<file path="src/rtl/soma_pkg.sv">
// Shared constants and types for the time-multiplexed LIF soma.
// Latency: n/a (declarations only).
// Backpressure: n/a.
// Contents: config register addresses, reset defaults, spike event type, FSM state enum.
package soma_pkg;

    // Default-build widths for downstream consumers of spike_evt_t
    localparam int SOMA_IDW = 4;
    localparam int SOMA_TW  = 16;

    // Config register map
    localparam logic [2:0] CFG_VTH    = 3'd0;
    localparam logic [2:0] CFG_VRESET = 3'd1;
    localparam logic [2:0] CFG_LEAK   = 3'd2;
    localparam logic [2:0] CFG_REFR   = 3'd3;
    localparam logic [2:0] CFG_AXON   = 3'd4;

    // Reset values of the config registers
    localparam int DEF_VTH    = 256;
    localparam int DEF_VRESET = 0;
    localparam int DEF_LEAK   = 4;
    localparam int DEF_REFR   = 2;
    localparam int DEF_AXON   = 1;

    typedef struct packed {
        logic [SOMA_IDW-1:0] id;
        logic [SOMA_TW-1:0]  tstamp;
    } spike_evt_t;

    typedef enum logic {
        S_IDLE  = 1'b0,
        S_SWEEP = 1'b1
    } soma_state_e;

endpackage

</file>
<file path="src/rtl/spike_fifo.sv">
// Generic flop-based FIFO carrying spike events to the axon stage.
// Latency: a push is visible at the output the cycle after the write edge.
// Backpressure: in_ready = !full; out_valid holds until out_ready pops.
// Ports: clk, rst (async active-low), in_valid/in_ready/in_data, out_valid/out_ready/out_data, full.
module spike_fifo #(
    parameter int DEPTH = 8,
    parameter int W     = 20
) (
    input  logic         clk,
    input  logic         rst,
    input  logic         in_valid,
    output logic         in_ready,
    input  logic [W-1:0] in_data,
    output logic         out_valid,
    input  logic         out_ready,
    output logic [W-1:0] out_data,
    output logic         full
);

    localparam int AW = $clog2(DEPTH);

    // Pointers carry one extra wrap bit to tell full from empty
    logic [AW:0]  wr_ptr;
    logic [AW:0]  rd_ptr;
    logic [W-1:0] mem [DEPTH];
    logic         push;
    logic         pop;

    assign full      = (wr_ptr[AW] != rd_ptr[AW]) && (wr_ptr[AW-1:0] == rd_ptr[AW-1:0]);
    assign out_valid = (wr_ptr != rd_ptr);
    assign in_ready  = !full;
    assign push      = in_valid && in_ready;
    assign pop       = out_valid && out_ready;
    assign out_data  = mem[rd_ptr[AW-1:0]];

    // Storage is cleared on reset so the output fields read zero
    always_ff @(posedge clk or negedge rst) begin
        if (!rst) begin
            wr_ptr <= '0;
            rd_ptr <= '0;
            for (int i = 0; i < DEPTH; i++) begin
                mem[i] <= '0;
            end
        end else begin
            if (push) begin
                mem[wr_ptr[AW-1:0]] <= in_data;
                wr_ptr              <= wr_ptr + 1'b1;
            end
            if (pop) begin
                rd_ptr <= rd_ptr + 1'b1;
            end
        end
    end

endmodule

</file>
<file path="src/rtl/soma_array.sv">
// Time-multiplexed leaky integrate-and-fire soma for N_NEURON neurons.
// Latency: event updates v at the accepting edge; a spike is on out_* the next cycle (empty FIFO).
// Backpressure: in_ready drops during a leak sweep or when the spike FIFO is full.
// Ports: clk, rst (async active-low), cfg_we/cfg_addr/cfg_data, tick, in_valid/in_ready/in_id/in_weight,
//        out_valid/out_ready/out_id/out_time, busy, tick_overrun.
module soma_array
    import soma_pkg::*;
#(
    parameter int N_NEURON   = 16,
    parameter int IDW        = $clog2(N_NEURON),
    parameter int VW         = 16,
    parameter int TW         = 16,
    parameter int FIFO_DEPTH = 8,
    localparam int CW        = (VW > TW) ? VW : TW
) (
    input  logic           clk,
    input  logic           rst,
    input  logic           cfg_we,
    input  logic [2:0]     cfg_addr,
    input  logic [CW-1:0]  cfg_data,
    input  logic           tick,
    input  logic           in_valid,
    output logic           in_ready,
    input  logic [IDW-1:0] in_id,
    input  logic [VW-1:0]  in_weight,
    output logic           out_valid,
    input  logic           out_ready,
    output logic [IDW-1:0] out_id,
    output logic [TW-1:0]  out_time,
    output logic           busy,
    output logic           tick_overrun
);

    typedef struct packed {
        logic [IDW-1:0] id;
        logic [TW-1:0]  tstamp;
    } spike_t;

    // Config registers
    logic signed [VW-1:0] v_th;
    logic signed [VW-1:0] v_reset;
    logic [3:0]           leak_shift;
    logic [7:0]           refr_period;
    logic [TW-1:0]        axon_delay;

    // Neuron state
    logic signed [VW-1:0] v_mem    [N_NEURON];
    logic [7:0]           refr_mem [N_NEURON];

    // Sequencer state
    soma_state_e    state_q, state_d;
    logic [IDW-1:0] idx_q, idx_d;
    logic [TW-1:0]  ts_q, ts_d;
    logic           pend_q, pend_d;
    logic           ovr_q, ovr_d;

    // Event datapath
    logic                 fifo_full;
    logic                 fifo_in_ready;
    logic                 ev_fire;
    logic                 ev_live;
    logic                 ev_spike;
    logic signed [VW-1:0] v_cur;
    logic signed [VW:0]   sum_ext;
    logic signed [VW-1:0] s_sat;
    logic signed [VW-1:0] v_sw;
    logic signed [VW-1:0] v_leak;
    spike_t               push_evt;
    spike_t               head_evt;

    assign in_ready = (state_q == S_IDLE) && !fifo_full;
    assign ev_fire  = in_valid && in_ready;
    assign v_cur    = v_mem[in_id];
    assign sum_ext  = {v_cur[VW-1], v_cur} + {in_weight[VW-1], in_weight};

    // Clamp when the extended sum's top two bits disagree
    always_comb begin
        s_sat = sum_ext[VW-1:0];
        if (sum_ext[VW] != sum_ext[VW-1]) begin
            s_sat = sum_ext[VW] ? {1'b1, {(VW-1){1'b0}}} : {1'b0, {(VW-1){1'b1}}};
        end
    end

    // Refractory neurons swallow the event without touching v
    assign ev_live  = ev_fire && (refr_mem[in_id] == 8'd0);
    assign ev_spike = ev_live && (s_sat >= v_th);

    // v - v>>>k tends toward zero from either sign and cannot overflow; k=0 gives 0
    assign v_sw   = v_mem[idx_q];
    assign v_leak = v_sw - (v_sw >>> leak_shift);

    assign push_evt.id     = in_id;
    assign push_evt.tstamp = ts_q + axon_delay;

    always_ff @(posedge clk or negedge rst) begin
        if (!rst) begin
            v_th        <= VW'(DEF_VTH);
            v_reset     <= VW'(DEF_VRESET);
            leak_shift  <= 4'(DEF_LEAK);
            refr_period <= 8'(DEF_REFR);
            axon_delay  <= TW'(DEF_AXON);
        end else if (cfg_we) begin
            case (cfg_addr)
                CFG_VTH:    v_th        <= cfg_data[VW-1:0];
                CFG_VRESET: v_reset     <= cfg_data[VW-1:0];
                CFG_LEAK:   leak_shift  <= cfg_data[3:0];
                CFG_REFR:   refr_period <= cfg_data[7:0];
                CFG_AXON:   axon_delay  <= cfg_data[TW-1:0];
                default:    ;
            endcase
        end
    end

    // Events only land in IDLE and sweep visits only in SWEEP, so the two write ports never collide
    always_ff @(posedge clk or negedge rst) begin
        if (!rst) begin
            for (int i = 0; i < N_NEURON; i++) begin
                v_mem[i]    <= '0;
                refr_mem[i] <= '0;
            end
        end else if (state_q == S_SWEEP) begin
            v_mem[idx_q] <= v_leak;
            if (refr_mem[idx_q] != 8'd0) begin
                refr_mem[idx_q] <= refr_mem[idx_q] - 8'd1;
            end
        end else if (ev_live) begin
            if (ev_spike) begin
                v_mem[in_id]    <= v_reset;
                refr_mem[in_id] <= refr_period;
            end else begin
                v_mem[in_id] <= s_sat;
            end
        end
    end

    always_ff @(posedge clk or negedge rst) begin
        if (!rst) begin
            state_q <= S_IDLE;
            idx_q   <= '0;
            ts_q    <= '0;
            pend_q  <= 1'b0;
            ovr_q   <= 1'b0;
        end else begin
            state_q <= state_d;
            idx_q   <= idx_d;
            ts_q    <= ts_d;
            pend_q  <= pend_d;
            ovr_q   <= ovr_d;
        end
    end

    always_comb begin
        state_d = state_q;
        idx_d   = idx_q;
        ts_d    = ts_q;
        pend_d  = pend_q;
        ovr_d   = ovr_q;
        case (state_q)
            S_IDLE: begin
                if (tick) begin
                    ts_d    = ts_q + 1'b1;
                    idx_d   = '0;
                    state_d = S_SWEEP;
                end
            end
            S_SWEEP: begin
                idx_d = idx_q + 1'b1;
                // Only one tick can wait; a second one is lost and flagged
                if (tick) begin
                    if (pend_q) begin
                        ovr_d = 1'b1;
                    end else begin
                        pend_d = 1'b1;
                    end
                end
                if (idx_q == IDW'(N_NEURON - 1)) begin
                    idx_d = '0;
                    if (pend_q) begin
                        pend_d  = 1'b0;
                        ts_d    = ts_q + 1'b1;
                        state_d = S_SWEEP;
                    end else begin
                        state_d = S_IDLE;
                    end
                end
            end
            default: state_d = S_IDLE;
        endcase
    end

    assign busy         = (state_q == S_SWEEP);
    assign tick_overrun = ovr_q;

    // in_ready already excludes a full FIFO, so every spike push is accepted
    spike_fifo #(
        .DEPTH (FIFO_DEPTH),
        .W     (IDW + TW)
    ) u_fifo (
        .clk       (clk),
        .rst       (rst),
        .in_valid  (ev_spike),
        .in_ready  (fifo_in_ready),
        .in_data   (push_evt),
        .out_valid (out_valid),
        .out_ready (out_ready),
        .out_data  (head_evt),
        .full      (fifo_full)
    );

    assign out_id   = head_evt.id;
    assign out_time = head_evt.tstamp;

endmodule
</file>
<file path="config.mk">
export PLATFORM = sky130hd
export DESIGN_NAME = soma_array
export DESIGN_NICKNAME = d
export VERILOG_FILES = /design/src/rtl/soma_pkg.sv /design/src/rtl/spike_fifo.sv /design/src/rtl/soma_array.sv
export SDC_FILE = /design/constraint.sdc
export NUM_CORES = 2
export LEC_CHECK = 0
export CAP_MARGIN = 30
export CORE_MARGIN = 10
export CORE_UTILIZATION = 35
export DETAILED_ROUTE_END_ITERATION = 10
export GPL_ROUTABILITY_DRIVEN = 1
export PLACE_DENSITY_LB_ADDON = 0.25
export SYNTH_ARGS = -nofsm -noshare
export SYNTH_HDL_FRONTEND = slang
export SYNTH_SLANG_ARGS = --single-unit
</file>
<file path="constraint.sdc">
create_clock -name clk -period 6.7 [get_ports clk]
set_input_delay 2.01 -clock clk [delete_from_list [all_inputs] [get_ports clk]]
set_output_delay 2.01 -clock clk [all_outputs]
set_load 0.02 [all_outputs]
</file>
==> summary.txt <==
Via count -> 32400
Post-synth EDFFs -> 0
Vias per inst -> 6.36
Ports -> 69
Largest stage delay on the critical path -> 0.59 ns
Area contributors post-synth -> dfrtp_1 (43%), mux4_2 (15%), mux2_2 (6.8%)
Synth area leader -> dfrtp_1
Total Die Area -> 117000 µm²
WP buf/inv -> 5
Register area share after synthesis -> 43.7%
Count of final max-slew check failures -> 0
DR DRC count -> 0
Final HPWL DP -> 105 mm
Vias in the first global route -> 32100
Final GP Congestion -> 0.980
Drt first pass iters -> 6
Placed insts -> 4910
Layout net count -> 3786
Mapped Cells -> 3257
Fin crit period -> 8.42 ns
Tightest Pin Transition -> 1.17 ns
Post-place setup slack -> -2.87 ns
Final setup margin -> -1.72 ns
Met3 usage -> 8.04%
Number of library cell types mapped by synthesis -> 79
I/O Buffers -> 68
Worst EP arrival -> 8.92 ns
Die X -> 343 µm
Final wirelength -> 156 mm
Routed len/inst -> 30.5 µm
Non-Filler Instances -> 5100
Post-synth ARST share -> 100%
Share of post-route cells with drive strength above 1 -> 35.1%
Top cell type's share of synthesized area -> 43.4%
Die Height -> 343 µm
CTS max path bufs -> 3
Worst setup SP type -> primary input
Num rows -> 118
Initial drt markers -> 4264
Largest net degree at the start of global routing -> 113
Count leader, synth -> dfrtp_1
Synth-to-Final Area Change -> 28.8%
Worst hold path class -> reg2reg
Highest clock rate -> 119 MHz
CP max FO -> 8
CP Data Required Time -> 7.19 ns
Yosys Warn Count -> 0
CTS tree -> built
FF+latch area -> 15900 µm²
Post-cts hold buffer count -> 0
Gr usage total -> 25.8%
Outcome -> complete, but fails checks
CTS root buf -> clkbuf_16
Setup-failing EPs final -> 548
Hold Vio Cnt, Final -> 0
Top Usage Layer GRT -> met2
Failing checks -> setup timing
Post-synthesis net count -> 3378
Reg clk slew, reported paths -> 0.06 ns
Setup Crit Path Kind -> in2reg
Slew Limit Headroom -> 22.0%
TritonCTS Buffers -> 76
Top FF cell, synth -> dfrtp_1
Post-DRT Antenna Nets -> 0
Max_cap viols -> 0
Synthesized area -> 36400 µm²
Multi-input gate area -> 21100 µm²
First-pass GRT wire length -> 225 mm
M2 GR Usage -> 36.8%
Remaining Overflow, GRT -> 0
CP max stage cell -> mux4_2
Met1 GRT Util -> 34.9%
FF+latch count, synth -> 635
CTS sink count -> 635
Initial antenna violation count -> 7
RSZ-0062 raised after global routing -> true
Worst-Skew Late Latency -> 0.68 ns
Mapped Avg Cell Area -> 11.2 µm²
Core Area -> 103000 µm²
H-tree depth -> 3
Clock skew -> 0.0488 ns
Commonest cells in the netlist -> dfrtp_1 (631), nand2_1 (432), o21ai_0 (266), mux4_2 (237), mux2_2 (219)
Critical Path End Type -> register
Fill count -> 9549
Final Cycle Share -> 126%
Delay-heaviest family, CP -> compound AO/OA/AOI/OAI gates
Util after Layout -> 45.4%
Initial Utilization -> 35.2%
cells in the final DEF, fill, tap and decap left out, types with 15 or more instances in the layout:
| cell | n |
|---|---|
| a21o_1 | 23 |
| clkbuf_8 | 18 |
| o22ai_1 | 113 |
| clkbuf_16 | 79 |
| o221ai_2 | 75 |
| nand4_1 | 18 |
| nor3_1 | 29 |
| buf_6 | 21 |
| xor2_1 | 25 |
| a21oi_1 | 56 |
| clkbuf_1 | 15 |
| mux2_2 | 145 |
| a221o_1 | 53 |
| nand3_1 | 42 |
| xnor2_1 | 37 |
| inv_1 | 39 |
| dfrtp_1 | 625 |
| a22o_1 | 18 |
| nand2_1 | 431 |
| nor2_1 | 172 |
| nor2b_1 | 16 |
| ha_1 | 66 |
| o221ai_1 | 41 |
| o21ai_0 | 106 |
| buf_12 | 63 |
| mux4_2 | 237 |
| mux2_4 | 77 |
| o211ai_1 | 21 |
| o21ai_2 | 21 |
| a22oi_1 | 46 |
| o21ai_1 | 145 |
| buf_4 | 406 |
| nor4_1 | 16 |
| a2bb2oi_1 | 24 |
| clkdlybuf4s50_1 | 63 |
worst min-delay path, stage by stage, from the launching register on:
cell,delay [ns]
dfrtp_1,0.33
nand2_1,0.05
o21ai_0,0.06
logic make-up after synthesis:
kind of cell	after synthesis	synth area share, %
AOI/OAI and AO/OA	888	16.9
and+or+nand+nor	820	9.89
DFF	635	43.7
muxes	477	22.0
buffers and inverters	291	3.15
adders and majority gates	76	2.67
xor gates and xnor gates	70	1.68
metal layers:
metal	vias to the layer above	wire (µm)
li1	13400	-
met1	16600	63500
met2	2020	66200
met3	431	17600
met4	6	8220
met5	-	41
sequential cells by signal, summed over array words and instances, names as in the netlist, 4 cells and up:
| signal | count |
|---|---|
| refr_mem | 128 |
| axon_delay | 16 |
| u_fifo.wr_ptr | 4 |
| leak_shift | 4 |
| ts_q | 16 |
| idx_q | 4 |
| refr_period | 8 |
| u_fifo.mem | 160 |
| v_th | 16 |
| v_reset | 16 |
| u_fifo.rd_ptr | 4 |
| v_mem | 256 |
metrics by stage:
step | instance area, µm² | TNS (ns) | hold WS (ns)
finish | 46900 | -860.83 | 0.477
detailed placement | 42600 | -1425.59 | 0.463
floorplan | 37300 | -1079.90 | 0.441
CTS | 46300 | -732.00 | 0.478
global route | 46900 | -974.52 | 0.494
global placement | 42400 | -1376.31 | 0.457
worst paths after layout:
path,from,to,slack [ns],cells past startpoint
max in group asynchronous,rst,u_fifo.mem[147],4.11,2
min in group asynchronous,rst,v_mem[82],1.39,1
worst max-delay path,in_id[0],v_mem[123],-1.72,30
worst max register to register,v_mem[198],v_mem[123],-0.55,28
worst min-delay path,u_fifo.mem[24],u_fifo.mem[24],0.48,2
worst min register to register,u_fifo.mem[24],u_fifo.mem[24],0.48,2
what timing repair did:
item	CTS	global route
setup buffers	26	16
hold endpoints to repair	0	0
cloned	11	2
resized for setup	210	80
setup endpoints to repair	548	548
pin swaps	35	25
layout make-up:
class,instances,share of cell area (%)
clock buffer,110,4.76
sequential,635,33.9
antenna,4,0.0213
clock inverter,19,0.555
multi-input combinational,2336,45.0
inverter,44,0.357
tap,1380,3.68
timing repair buffer,572,11.8
Power is not shown: default switching activity piles up to over one toggle a cycle in this logic, so the estimate is an artifact.
